==> src/rtl/sipo_bar_mc.sv <==
// Serial-in/parallel-out word assembler with a one-word skid held in the fill buffer.
// Optional synchronous discard input enabled by defining SIPO_BAR_MC_FLUSH_EN.
module sipo_bar_mc #(
  parameter int IN_WIDTH  = 64,
  parameter int NUM_MAX   = 3,
  parameter int OUT_WIDTH = IN_WIDTH * NUM_MAX,
  parameter int CNT_W     = $clog2(NUM_MAX + 1)
) (
  input  logic                 clk,
  input  logic                 reset,
  input  logic [CNT_W-1:0]     cfg_num,
  input  logic                 in_valid,
  input  logic [IN_WIDTH-1:0]  in_data,
  output logic                 in_ready,
  output logic                 out_valid,
  output logic [OUT_WIDTH-1:0] out_data,
  input  logic                 out_ready,
`ifdef SIPO_BAR_MC_FLUSH_EN
  input  logic                 flush,
`endif
  output logic                 busy
);

  localparam logic [CNT_W-1:0] NUM_MAX_C = CNT_W'(NUM_MAX);

  typedef enum logic [1:0] {
    S_IDLE = 2'd0,
    S_FILL = 2'd1,
    S_FULL = 2'd2
  } state_t;

  state_t               r_state;
  logic [CNT_W-1:0]     r_cnt;
  logic [CNT_W-1:0]     r_num;
  logic [OUT_WIDTH-1:0] r_fill;
  logic                 r_out_valid;
  logic [OUT_WIDTH-1:0] r_out_data;

  logic                 w_beat;
  logic                 w_word;
  logic                 w_slot_free;
  logic [CNT_W-1:0]     w_n_eff;
  logic [CNT_W-1:0]     w_num;
  logic [CNT_W:0]       w_cnt_inc;
  logic                 w_last;
  logic [OUT_WIDTH-1:0] w_shift;

  assign in_ready  = (r_state != S_FULL);
  assign busy      = (r_state != S_IDLE);
  assign out_valid = r_out_valid;
  assign out_data  = r_out_data;

  assign w_beat      = in_valid && in_ready;
  assign w_word      = r_out_valid && out_ready;
  assign w_slot_free = !r_out_valid || out_ready;

  // Out-of-range or zero beat counts fall back to the full word size.
  assign w_n_eff   = ((cfg_num == '0) || (cfg_num > NUM_MAX_C)) ? NUM_MAX_C : cfg_num;
  assign w_num     = (r_cnt == '0) ? w_n_eff : r_num;
  assign w_cnt_inc = {1'b0, r_cnt} + {{CNT_W{1'b0}}, 1'b1};
  assign w_last    = (w_cnt_inc == {1'b0, w_num});

  // The fill buffer is zero at word start, so unused upper slots stay zero.
  assign w_shift = (r_fill << IN_WIDTH) | OUT_WIDTH'(in_data);

  always_ff @(posedge clk or negedge reset) begin
    if (!reset) begin
      r_state     <= S_IDLE;
      r_cnt       <= '0;
      r_num       <= NUM_MAX_C;
      r_fill      <= '0;
      r_out_valid <= 1'b0;
      r_out_data  <= '0;
    end else begin
`ifdef SIPO_BAR_MC_FLUSH_EN
      if (flush) begin
        r_state     <= S_IDLE;
        r_cnt       <= '0;
        r_fill      <= '0;
        r_out_valid <= 1'b0;
      end else
`endif
      begin
        // A load later in this block overrides the clear on a same-cycle accept.
        if (w_word) r_out_valid <= 1'b0;

        case (r_state)
          S_IDLE, S_FILL: begin
            if (w_beat) begin
              if (r_cnt == '0) r_num <= w_n_eff;
              if (w_last) begin
                r_cnt <= '0;
                if (w_slot_free) begin
                  r_out_data  <= w_shift;
                  r_out_valid <= 1'b1;
                  r_fill      <= '0;
                  r_state     <= S_IDLE;
                end else begin
                  r_fill  <= w_shift;
                  r_state <= S_FULL;
                end
              end else begin
                r_cnt   <= w_cnt_inc[CNT_W-1:0];
                r_fill  <= w_shift;
                r_state <= S_FILL;
              end
            end
          end
          S_FULL: begin
            if (w_slot_free) begin
              r_out_data  <= r_fill;
              r_out_valid <= 1'b1;
              r_fill      <= '0;
              r_state     <= S_IDLE;
            end
          end
          default: r_state <= S_IDLE;
        endcase
      end
    end
  end

endmodule

==> config.mk <==
export PLATFORM = sky130hd
export DESIGN_NAME = sipo_bar_mc
export DESIGN_NICKNAME = d
export VERILOG_FILES = /design/src/rtl/sipo_bar_mc.sv
export SDC_FILE = /design/constraint.sdc
export NUM_CORES = 1
export LEC_CHECK = 0
export CORE_MARGIN = 10
export CORE_UTILIZATION = 55
export CTS_CLUSTER_DIAMETER = 30
export DETAILED_ROUTE_END_ITERATION = 6
export GPL_TIMING_DRIVEN = 1
export PLACE_DENSITY_LB_ADDON = 0.3
export RECOVER_POWER = 100
export SLEW_MARGIN = 20
export SYNTH_ARGS = -nofsm -noshare
export SYNTH_HDL_FRONTEND = slang
export SYNTH_SLANG_ARGS = --single-unit
==> constraint.sdc <==
create_clock -name clk -period 3.5 [get_ports clk]
set_clock_uncertainty 0.2 [all_clocks]
set_input_delay 0.525 -clock clk [delete_from_list [all_inputs] [get_ports clk]]
set_output_delay 0.525 -clock clk [all_outputs]
set_load 0.005 [all_outputs]
# ---- Word level (Yosys, flattened, before mapping)
# Cells that the tools add are included.
dict set report classes {
  n_reduce_logical 15
  magnitude_cmp 1
  add_sub_neg 1
  bitwise 1
  eq_ne 8
  n_mux 23
}
# op count
set op_table {}
lappend op_table {{192-bit 2-to-1 mux} 8}
lappend op_table {{192-bit case mux with 2 select lines} 2}
lappend op_table {{192-bit by 64-bit OR with 192-bit output} 1}
lappend op_table {{2-bit 2-to-1 mux} 7}
lappend op_table {{2-bit != test (second input constant)} 5}
lappend op_table {{2-bit logical NOT} 3}
lappend op_table {{5-bit AND reduction} 1}
lappend op_table {{1-bit 2-to-1 mux} 4}
lappend op_table {{2-bit case mux with 2 select lines} 1}
lappend op_table {{2-bit AND reduction} 2}
lappend op_table {{2-bit nonzero test} 2}
lappend op_table {{2-bit by 1-bit adder with 3-bit output (second input constant)} 1}
lappend op_table {{3-bit by 2-bit == test with 1-bit output} 1}
lappend op_table {{3-bit AND reduction} 1}
lappend op_table {{2-bit by 1-bit == test with 1-bit output (second input constant)} 1}
lappend op_table {{2-bit == test (second input constant)} 1}
lappend op_table {{2-bit > comparator (second input constant)} 1}
lappend op_table {{1-bit logical AND} 2}
lappend op_table {{1-bit logical OR} 2}
lappend op_table {{1-bit case mux with 2 select lines} 1}
lappend op_table {{2-bit OR reduction} 1}
lappend op_table {{1-bit logical NOT} 1}
dict set report word_totals {
  ff_bits 391
  word_cells 55
  output_inout_bits 195
  input_bits 70
}

# ---- Longest topological paths before layout
dict set report depth {
  word_depth 8
  mapped_depth 10
  mapped_depth_nobuf 7
}

# ---- Least setup slack after synthesis
# No wires, ideal clock.
dict set report synth_path {
  path_kind {flip-flop to flip-flop}
  startpoint {register r_cnt[0]}
  endpoint {register r_fill[0]}
  path_slack_ns 1.168
  t_required_ns 3.179
  stages_incl_launch_ff 11
  synth_period_minus_slack_ns 2.332
  arrival_time_ns 2.011
  setup_ns 0.121
  cell_sequence {dfrtp_1 inv_1 ha_1 buf_2 and3b_4 or3_1 a21boi_2 o21ai_2 buf_6 buf_6 a22o_1}
}
dict set report synth_via {
  elab_chain_cells 6
  elab_cells_between_ends 7
  classes_between {add/sub: 1; eq/ne: 1; mux: 4; reduce/logical: 1}
}
# element line_no
set synth_lines {}
lappend synth_lines {{from (decl)} 33} ;# logic [CNT_W-1:0] r_cnt;
lappend synth_lines {{from (signal assigned)} 103} ;# r_cnt <= w_cnt_inc[CNT_W-1:0];
lappend synth_lines {{parallel branches: the longest is 2 deep, another holds 2-bit by 1-bit adder with 3-bit output} -}
lappend synth_lines {{3-bit by 2-bit == test with 1-bit output (*)} 61} ;# assign w_last = (w_cnt_inc == {1'b0, w_num});
lappend synth_lines {{192-bit 2-to-1 mux (*)} 91} ;# if (w_last) begin
lappend synth_lines {{192-bit 2-to-1 mux (*)} 89} ;# if (w_beat) begin
lappend synth_lines {{192-bit case mux with 2 select lines (*)} 87} ;# case (r_state)
lappend synth_lines {{to (signal assigned)} 99} ;# r_fill <= w_shift;
lappend synth_lines {{to (signal assigned)} 104} ;# r_fill <= w_shift;
lappend synth_lines {{to (decl)} 35} ;# logic [OUT_WIDTH-1:0] r_fill;
# Mark *: on every way between the ends. The select of a mux whose other input is x is not followed.
# A chain may end at the register's enable or synchronous reset.

# ---- Final worst setup path
dict set report layout_path {
  startpoint {register r_cnt[0]}
  endpoint {register r_fill[160]}
}
# Same word-level chain as after synthesis.

==> impl_metrics.toml <==
[run_status]
status = "complete, but fails checks"
violations = "capacitance limit, slew limit"

[drt]
wl_um = 42000
drtIter0Drc = 1011
first_pass_iters = 5
ant_nets = 0
viasPerCell = 5.92
routedWlPerCell_um = 20.8
dr_total_vias = 11900
drc = 0

[global_routing]
grt_pass1_vias = 12400
grt_overflow = 0
antenna_found_initial = 2
grt_first_pass_wirelength_um = 68200
grt_max_degree = 99
track_usage_pct = 23.5

[die]
start_util_pct = 55.7
io_pins = 265
die-area_um2 = 35200
fp.dieW_um = 188
coreArea_um2 = 27700
die_h_um = 188
rows = 61

[worst_hold_path]
hold_depth = 1
holdCritPathClass = "register to register"

[setup_path]
worstPathRequired_ns = 3.73
critical_path_class = "register to register"
cp.arrival_ns = 3.32
r2r_cells = 8
worstSetupEndpointType = "register"
worstPathMaxFanout = 86
crit_path_start_kind = "register"

[finish]
drive_above_1_share_pct = 10.1
nets = 1653
area.growth.synth_to_final_pct = 35.2

[sta]
clock.fmax_ghz = 0.323
worst_pin_slew_ns = 2.12
period_share_pct = 88.4
rsz0062_at_grt = "no"
slew_violations = 76
max_slew_margin_pct = -41.3
tns_ns = 0
finalSetupViolations = 0
hold_viol = 0
worst_slack_ns = 0.404
fin_crit_ns = 3.10
hold_ws_ns = 0.305

[synth]
yosys_register_bits = 391
syn_area_per_cell_um2 = 11.7
syn_area_um2 = 15400
synth_nets = 1390
synth_top_cell_by_area = "dfrtp_1"
post_synth_num_cell_types = 38
synth_edf_count = 0
syn_inst = 1318
async_reset_ff_share_pct = 100
seq_area_frac_synth_pct = 63.4
synth_warnings = 0
synth-main-ff-cell = "dfrtp_1"
synth_top_cell_area_share_pct = 63.1
synthTopCellsByArea = "dfrtp_1 (63%), a22o_1 (11%), o22ai_1 (7.8%)"

[clocking]
clk_pin_slew_ns = 0.05
cts_sinks = 391
insertion_delay_ns = 0.56
root_buffer = "clkbuf_16"
clock_path_buffers = 3
cts-buffers-inserted = 70
h-tree-depth = 3
cts_tree = "yes"

[place]
portBuffers = 264
pre_cts_ws_ns = 0.383
dpl.hpwl_um = 25100
gp_congestion = 0.824

[power]
power-per-cell-area_nw_per_um2 = 1090
p_leak_uw = 0.00986
irDropWorstVdd_uv = 556

[flow_run]
maxCapViolations = 1
## path summary, 6_finish.rpt
| check | start | end | slack [ns] |
|---|---|---|---|
| max in group asynchronous | reset | r_num[0] | 0.70 |
| worst max-delay path | r_cnt[0] | r_fill[160] | 0.40 |
| worst min-delay path | r_fill[137] | r_fill[137] | 0.30 |
| min in group asynchronous | reset | out_data[5] | 0.89 |
| worst max register to register | r_cnt[0] | r_fill[160] | 0.40 |
| worst min register to register | r_fill[137] | r_fill[137] | 0.30 |
## synthesized netlist by cell type (2+ instances only)
| master | number |
|---|---|
| a21oi_1 | 196 |
| a22o_1 | 192 |
| a41oi_1 | 2 |
| buf_2 | 21 |
| buf_4 | 2 |
| buf_6 | 39 |
| clkbuf_1 | 45 |
| dfrtp_1 | 389 |
| dfstp_2 | 2 |
| ha_1 | 2 |
| inv_1 | 196 |
| nand2_1 | 5 |
| nand2b_1 | 2 |
| nand3_1 | 2 |
| nor2_1 | 3 |
| nor2b_1 | 4 |
| o21ai_1 | 3 |
| o22ai_1 | 192 |
| or2_2 | 2 |
## power by group
| group | internal (uW) | total, uW | switching [uW] |
|---|---|---|---|
| clock network | 4830 | 7240 | 2410 |
| registers | 6630 | 8230 | 1600 |
| logic | 3640 | 7230 | 3590 |
| total | 15100 | 22700 | 7600 |
## registers in the layout, indices dropped and copies added, names as in the netlist
name	count
out_valid	1
r_num	2
r_state	2
out_data	192
r_cnt	2
r_fill	192
## critical path: stages, from the launching register on
cell      delay (ns)
dfrtp_1         0.39
inv_1           0.10
ha_1            0.34
nor2_1          0.15
or3_1           0.44
a21boi_0        0.45
o21ai_4         0.30
buf_12          0.31
a22o_1          0.23
## through the flow
step           std cells  total power [uW]  cell area [um^2]  util (%)
4_1_cts             2015             23400             20900      75.5
2_1_floorplan       1318             12200             15400         -
3_5_place_dp        1886             15900             18300      66.2
3_3_place_gp        1886             15500             18300      66.2
6_report            2018             22700             20900      75.3
5_1_grt             2018             24000             20900      75.3
## per-layer routing
metal	share of wire [%]	track usage [%]	up-vias	routed length, um
met3	6.8	5.81	97	2880
met4	3.7	10.5	0	1570
met5	0	0	-	0
li1	-	-	5344	-
met2	49	37.9	468	20500
met1	41	29.4	6034	17100
## cell families (layout without fill, tap and decap cells)
| family | Yosys count | in the layout | share of synthesized area [%] |
|---|---|---|---|
| fa+ha+maj | 2 | 2 | 0.162 |
| simple gates | 26 | 26 | 1.03 |
| compound gates | 596 | 596 | 25.9 |
| buf+inv | 303 | 622 | 9.48 |
| flops | 391 | 391 | 63.4 |
| other cells | 0 | 3 | 0 |
## what timing repair did
action                    CTS  global route
hold endpoints to repair   70             0
resized for setup           0             0
setup buffers               0             0
hold buffers                1             0
## placed cells by master, fill, tap and decap left out, types with 2 or more instances in the layout
| master | count |
|---|---|
| clkbuf_8 | 9 |
| nor2b_1 | 4 |
| diode_2 | 3 |
| or2_2 | 2 |
| dfrtp_1 | 389 |
| clkdlybuf4s50_1 | 67 |
| o211ai_1 | 2 |
| clkinv_8 | 4 |
| nand2b_1 | 2 |
| nand3_1 | 2 |
| inv_1 | 196 |
| inv_6 | 6 |
| clkbuf_1 | 7 |
| o21ai_0 | 3 |
| clkbuf_16 | 72 |
| buf_12 | 17 |
| dfstp_2 | 2 |
| a21oi_1 | 195 |
| clkinvlp_4 | 9 |
| a22o_1 | 192 |
| clkinv_2 | 6 |
| ha_1 | 2 |
| nor2_1 | 3 |
| buf_4 | 9 |
| bufinv_16 | 11 |
| dlygate4sd3_1 | 197 |
| clkbuf_2 | 5 |
| a41oi_1 | 2 |
| clkinv_4 | 4 |
| inv_8 | 2 |
| o22ai_1 | 192 |
| nand2_1 | 4 |
## area by class of cell
class | instances | area (um^2)
multi-input cells | 624 | 4210
repair buffers | 298 | 3090
well taps | 378 | 473
fillers | 1723 | 6840
clock buffers | 85 | 1940
diodes | 3 | 7.51
clock inverters | 43 | 633
inverters | 196 | 736
flip-flops and latches | 391 | 9790
Power figures use the tool's default switching activity.
==> variant 1, RTL diff (same flow settings) <==
Set the parameter `IN_WIDTH` to 96 (it was 64).
--- a/src/rtl/sipo_bar_mc.sv
+++ b/src/rtl/sipo_bar_mc.sv
@@ -1,7 +1,7 @@
 // Serial-in/parallel-out word assembler with a one-word skid held in the fill buffer.
 // Optional synchronous discard input enabled by defining SIPO_BAR_MC_FLUSH_EN.
 module sipo_bar_mc #(
-  parameter int IN_WIDTH  = 64,
+  parameter int IN_WIDTH  = 96,
   parameter int NUM_MAX   = 3,
   parameter int OUT_WIDTH = IN_WIDTH * NUM_MAX,
   parameter int CNT_W     = $clog2(NUM_MAX + 1)
Interface: changed (resized in_data and out_data); port bits go from 265 to 393. The function was not compared with the original's and may differ.
==> variant 1 against the unedited design <==
Sequential cell count grew 192. Setup slack lost 0.082 ns. Routed wire length grew 64%. Critical path type is now reg2out. Largest power group unchanged. Final area grew 51%. The flow still finishes with violations (capacitance limit, slew limit). Synthesized cell count grew 48%. Register-to-register slack lost 0.02 ns. Total power grew 55%. Synthesized area grew 52%. Core utilization shrank 0.64 points.
==> variant 1: results (changes against the unedited design) <==
ir_drop_mv: 0.6944  # +25%
cp-startpoint: "r_state[1]"
drt-vias-per-instance: 6.137  # +3.7%
route.met3.wl_um: 4669  # +62%
outcome: "finished, violations left"
wl_per_cell_um: 23.23  # +11%
use_met1: 0.3493  # +0.05547
postCtsSetupBuffers: 0  # unchanged
drv_slew: 70  # -7.9%
synth_cell_types: 38  # unchanged
antenna_found_initial: 1  # -1
use_met3: 0.06034  # +0.002265
path_max_fanout: 5  # -94%
reg2regPathDepth: 9  # +1
top_layer: "met4"
timing.rr.start: "r_cnt[0]"
io_buffers: 392  # +48%
insertion_delay_ns: 0.65  # +0.09 ns
met1_length_um: 28450  # +66%
hpwl_um: 40250  # +61%
drt_pass1_iterations: 6  # +1
ctsLongestPathBuffers: 3  # unchanged
leakagePower_nw: 14.72  # +49%
synth_common_cells: "dfrtp_1 (581), inv_1 (292), a22o_1 (288), o22ai_1 (288), a21oi_2 (231)"
syn_nets: 2051  # +48%
clk_pin_slew_ns: 0.05  # about the same
reg2reg_to: "out_data[71]"
cts_buffers: 105  # +50%
async_flop_share: 1.000  # unchanged
dp_worst_setup_slack_ns: 0.3929  # +0.01031 ns
finalCritPeriodShare: 0.9079  # +0.02340
busiest_layer: "met2"
crit_end: "in_ready"
grt_pass1_wl_um: 108000  # +58%
tightest_slew_ns: 2.155  # +0.03594 ns
grt_usage: 0.2643  # +0.02972
cts_root_buffer: "clkbuf_16"
fillCellCount: 2593  # +50%
yosys-top-cells-area: "dfrtp_1 (62%), a22o_1 (11%), a21oi_2 (8.6%), o22ai_1 (7.7%), inv_1 (4.7%)"
place.gp.congestion: 0.8471  # +2.9%
max_cap_viol_count: 1  # unchanged
drt-initial-drc-count: 2065  # +100%
nets: 2435  # +47%
yosysWarnings: 0  # unchanged
use_met2: 0.4125  # +0.03314
htreeDepth: 3  # unchanged
grt_max_degree: 146  # +47%
violations: "capacitance limit, slew limit"
drive_above_1_share: 0.1689  # +0.06746
synth-seq-area-share: 0.6205  # -0.01351
rrSetupSlack_ns: 0.38  # -0.02 ns
whs_ns: 0.2858  # -0.01900 ns
cp.arrival_ns: 2.45  # -0.87 ns
dr_wl_met2_um: 33170  # +62%
first_global_vias: 18843  # +52%
==> variant 1: timing repair <==
item                                    in CTS  in global routing
gates resized for setup                      0                  0
endpoints found under the setup margin       0                  0
hold buffers                                 1                  0
endpoints found under the hold margin       62                  0
==> variant 1: where the power goes <==
part,internal (mW),switching [mW]
clock network,7.43,3.64
registers,9.88,2.60
logic,5.72,5.94
total,23.0,12.2
==> variant 1: how the worst min path moves through the flow <==
| stage | from | to | cells after the start |
|---|---|---|---|
| 6_report | r_state[1] | r_state[0] | 1 |
| 5_1_grt | in_data[56] | out_data[56] | 3 |
| 4_1_cts | reset | out_data[263] | 2 |
| 3_5_place_dp | r_state[1] | r_state[0] | 1 |
| 3_3_place_gp | r_state[1] | r_state[0] | 1 |
| 2_1_floorplan | reset | out_data[0] | 0 |
==> variant 1: cells by family after synthesis <==
family / Yosys count / synth area share
buffers and inverters: 452 / 0.08343
AO/OA/AOI/OAI: 884 / 0.2884
flip-flops: 583 / 0.6205
adder cells (fa/ha/maj): 2 / 0.001064
AND/OR/NAND/NOR: 26 / 0.006598
==> variant 1: critical path, stage by stage (launching register included) <==
cell and delay, ns:
dfrtp_1 0.38, nor2b_1 0.52, inv_1 0.22, dlygate4sd3_1 0.70
==> variant 1: cell type report <==
type / count / area share
diodes: 1 / 0.00007952
repair buffers: 437 / 0.1423
well taps: 539 / 0.02143
inverters: 292 / 0.03483
clock buffers: 121 / 0.08831
multi-input cells: 912 / 0.2143
clock inverters: 77 / 0.03507
flip-flops and latches: 583 / 0.4637
==> variant 1: per-stage QoR <==
step                      std cells  cell area (µm²)
after global placement         2762            27910
after floorplan                1947            23520
final                          2962            31470
after global routing           2962            31470
after CTS                      2961            31800
after detailed placement       2762            27910
==> variant 2, RTL diff (same settings) <==
Made on the original files. Add an input register stage for `cfg_num`; this delays it by one clock. The other inputs are not delayed to match.
--- a/src/rtl/sipo_bar_mc.sv
+++ b/src/rtl/sipo_bar_mc.sv
@@ -29,6 +29,12 @@
     S_FULL = 2'd2
   } state_t;
 
+  logic [CNT_W-1:0] cfg_num_q;
+
+  always_ff @(posedge clk) begin
+    cfg_num_q <= cfg_num;
+  end
+
   state_t               r_state;
   logic [CNT_W-1:0]     r_cnt;
   logic [CNT_W-1:0]     r_num;
@@ -55,7 +61,7 @@
   assign w_slot_free = !r_out_valid || out_ready;
 
   // Out-of-range or zero beat counts fall back to the full word size.
-  assign w_n_eff   = ((cfg_num == '0) || (cfg_num > NUM_MAX_C)) ? NUM_MAX_C : cfg_num;
+  assign w_n_eff   = ((cfg_num_q == '0) || (cfg_num_q > NUM_MAX_C)) ? NUM_MAX_C : cfg_num_q;
   assign w_num     = (r_cnt == '0) ? w_n_eff : r_num;
   assign w_cnt_inc = {1'b0, r_cnt} + {{CNT_W{1'b0}}, 1'b1};
   assign w_last    = (w_cnt_inc == {1'b0, w_num});
Behaviour: not the same (Yosys sat finds a counterexample within 4 cycles, from zero or initial values and one cycle with reset low).
==> variant 2 against the unedited design <==
The run still ends with capacitance limit, slew limit left. Routed wire length fell by 2.5%. Clock power fell by 1%. Sequential cell count grew 2. Count of clock-buffer cells in the layout is 1 higher. Setup slack got worse by 0.066 ns. Final cell count shrank 0.59%. Synthesized area is 0.53% lower. Total power grew 0.40%. Final area is 0.50% lower.
==> variant 2: results (changes against the unedited design) <==
min_from: "r_state[1]"
finalPower_mw: 22.79  # +0.40%
met1_length_um: 16850  # -1.5%
setup_ws_ns: 0.3385  # -0.06578 ns
routed_wl_um: 40990  # -2.5%
area_growth_pct: 35.23  # about the same
nets: 1645  # -0.48%
placed_area_mm2: 0.01827  # -0.38%
grt_max_degree: 193  # +95%
synth_compound_area_frac: 0.2606  # +0.001373
use_met2: 0.3734  # -0.005970
syn_nets: 1392  # +0.14%
grt_pass1_wl_um: 67260  # -1.3%
drt-vias-per-instance: 5.892  # -0.44%
placedCellCount: 1879  # -0.37%
whs_ns: 0.2980  # -0.006765 ns
powerClk_mw: 7.15  # -1%
outcome: "finished, violations left"
yosys-top-cells-area: "dfrtp_1 (63%), a22o_1 (11%), o22ai_1 (7.8%), a21oi_1 (6.4%), inv_1 (4.8%)"
max_cap_viol_count: 1  # unchanged
path_max_fanout: 25  # -71%
route.met3.wl_um: 3197  # +11%
ir_drop_mv: 0.5692  # +2.4%
p_comb_frac: 0.318  # about the same
slowest_delay_ns: 0.63  # +0.18 ns
drv_slew: 70  # -7.9%
synth_fa_ha_area_frac: 0.001630  # +0.000008587
grt_usage: 0.2322  # -0.002373
cpMaxStageDelayCell: "a211oi_1"
violations: "capacitance limit, slew limit"
drt-initial-drc-count: 1079  # +6.7%
dr_wl_met2_um: 19980  # -2.5%
synth-seq-area-share: 0.6400  # +0.005966
dp_worst_setup_slack_ns: 0.5133  # +0.1307 ns
cp.arrival_ns: 3.40  # +0.08 ns
[variant 2: cell count changes after synthesis]
cell and delta:
and3b_4 -1, a21bo_2 +1, buf_2 +20, a21bo_1 -1, buf_4 -2, dfxtp_1 +2, and3b_1 +1, buf_6 -18
[variant 2: area by class of cell]
class | count | area share
antenna | 1 | 0.0001205
clock buffer | 86 | 0.09412
clock inverter | 39 | 0.02760
inverter | 196 | 0.03543
multi-input combinational | 624 | 0.2029
sequential | 393 | 0.4732
tap | 378 | 0.02278
timing repair buffer | 289 | 0.1438
[variant 2: worst reg2reg max path: stages, from the launching register on]
cell      delay [ns]
dfrtp_1         0.38
inv_1           0.09
ha_1            0.31
o21ba_1         0.22
a211oi_1        0.63
a21boi_2        0.35
o21ai_4         0.30
clkbuf_2        0.35
a22o_1          0.25
[variant 2: timing repair]
action	CTS	global route
hold buffers	1	0
hold endpoints to repair	67	0
endpoints found under the setup margin	0	0
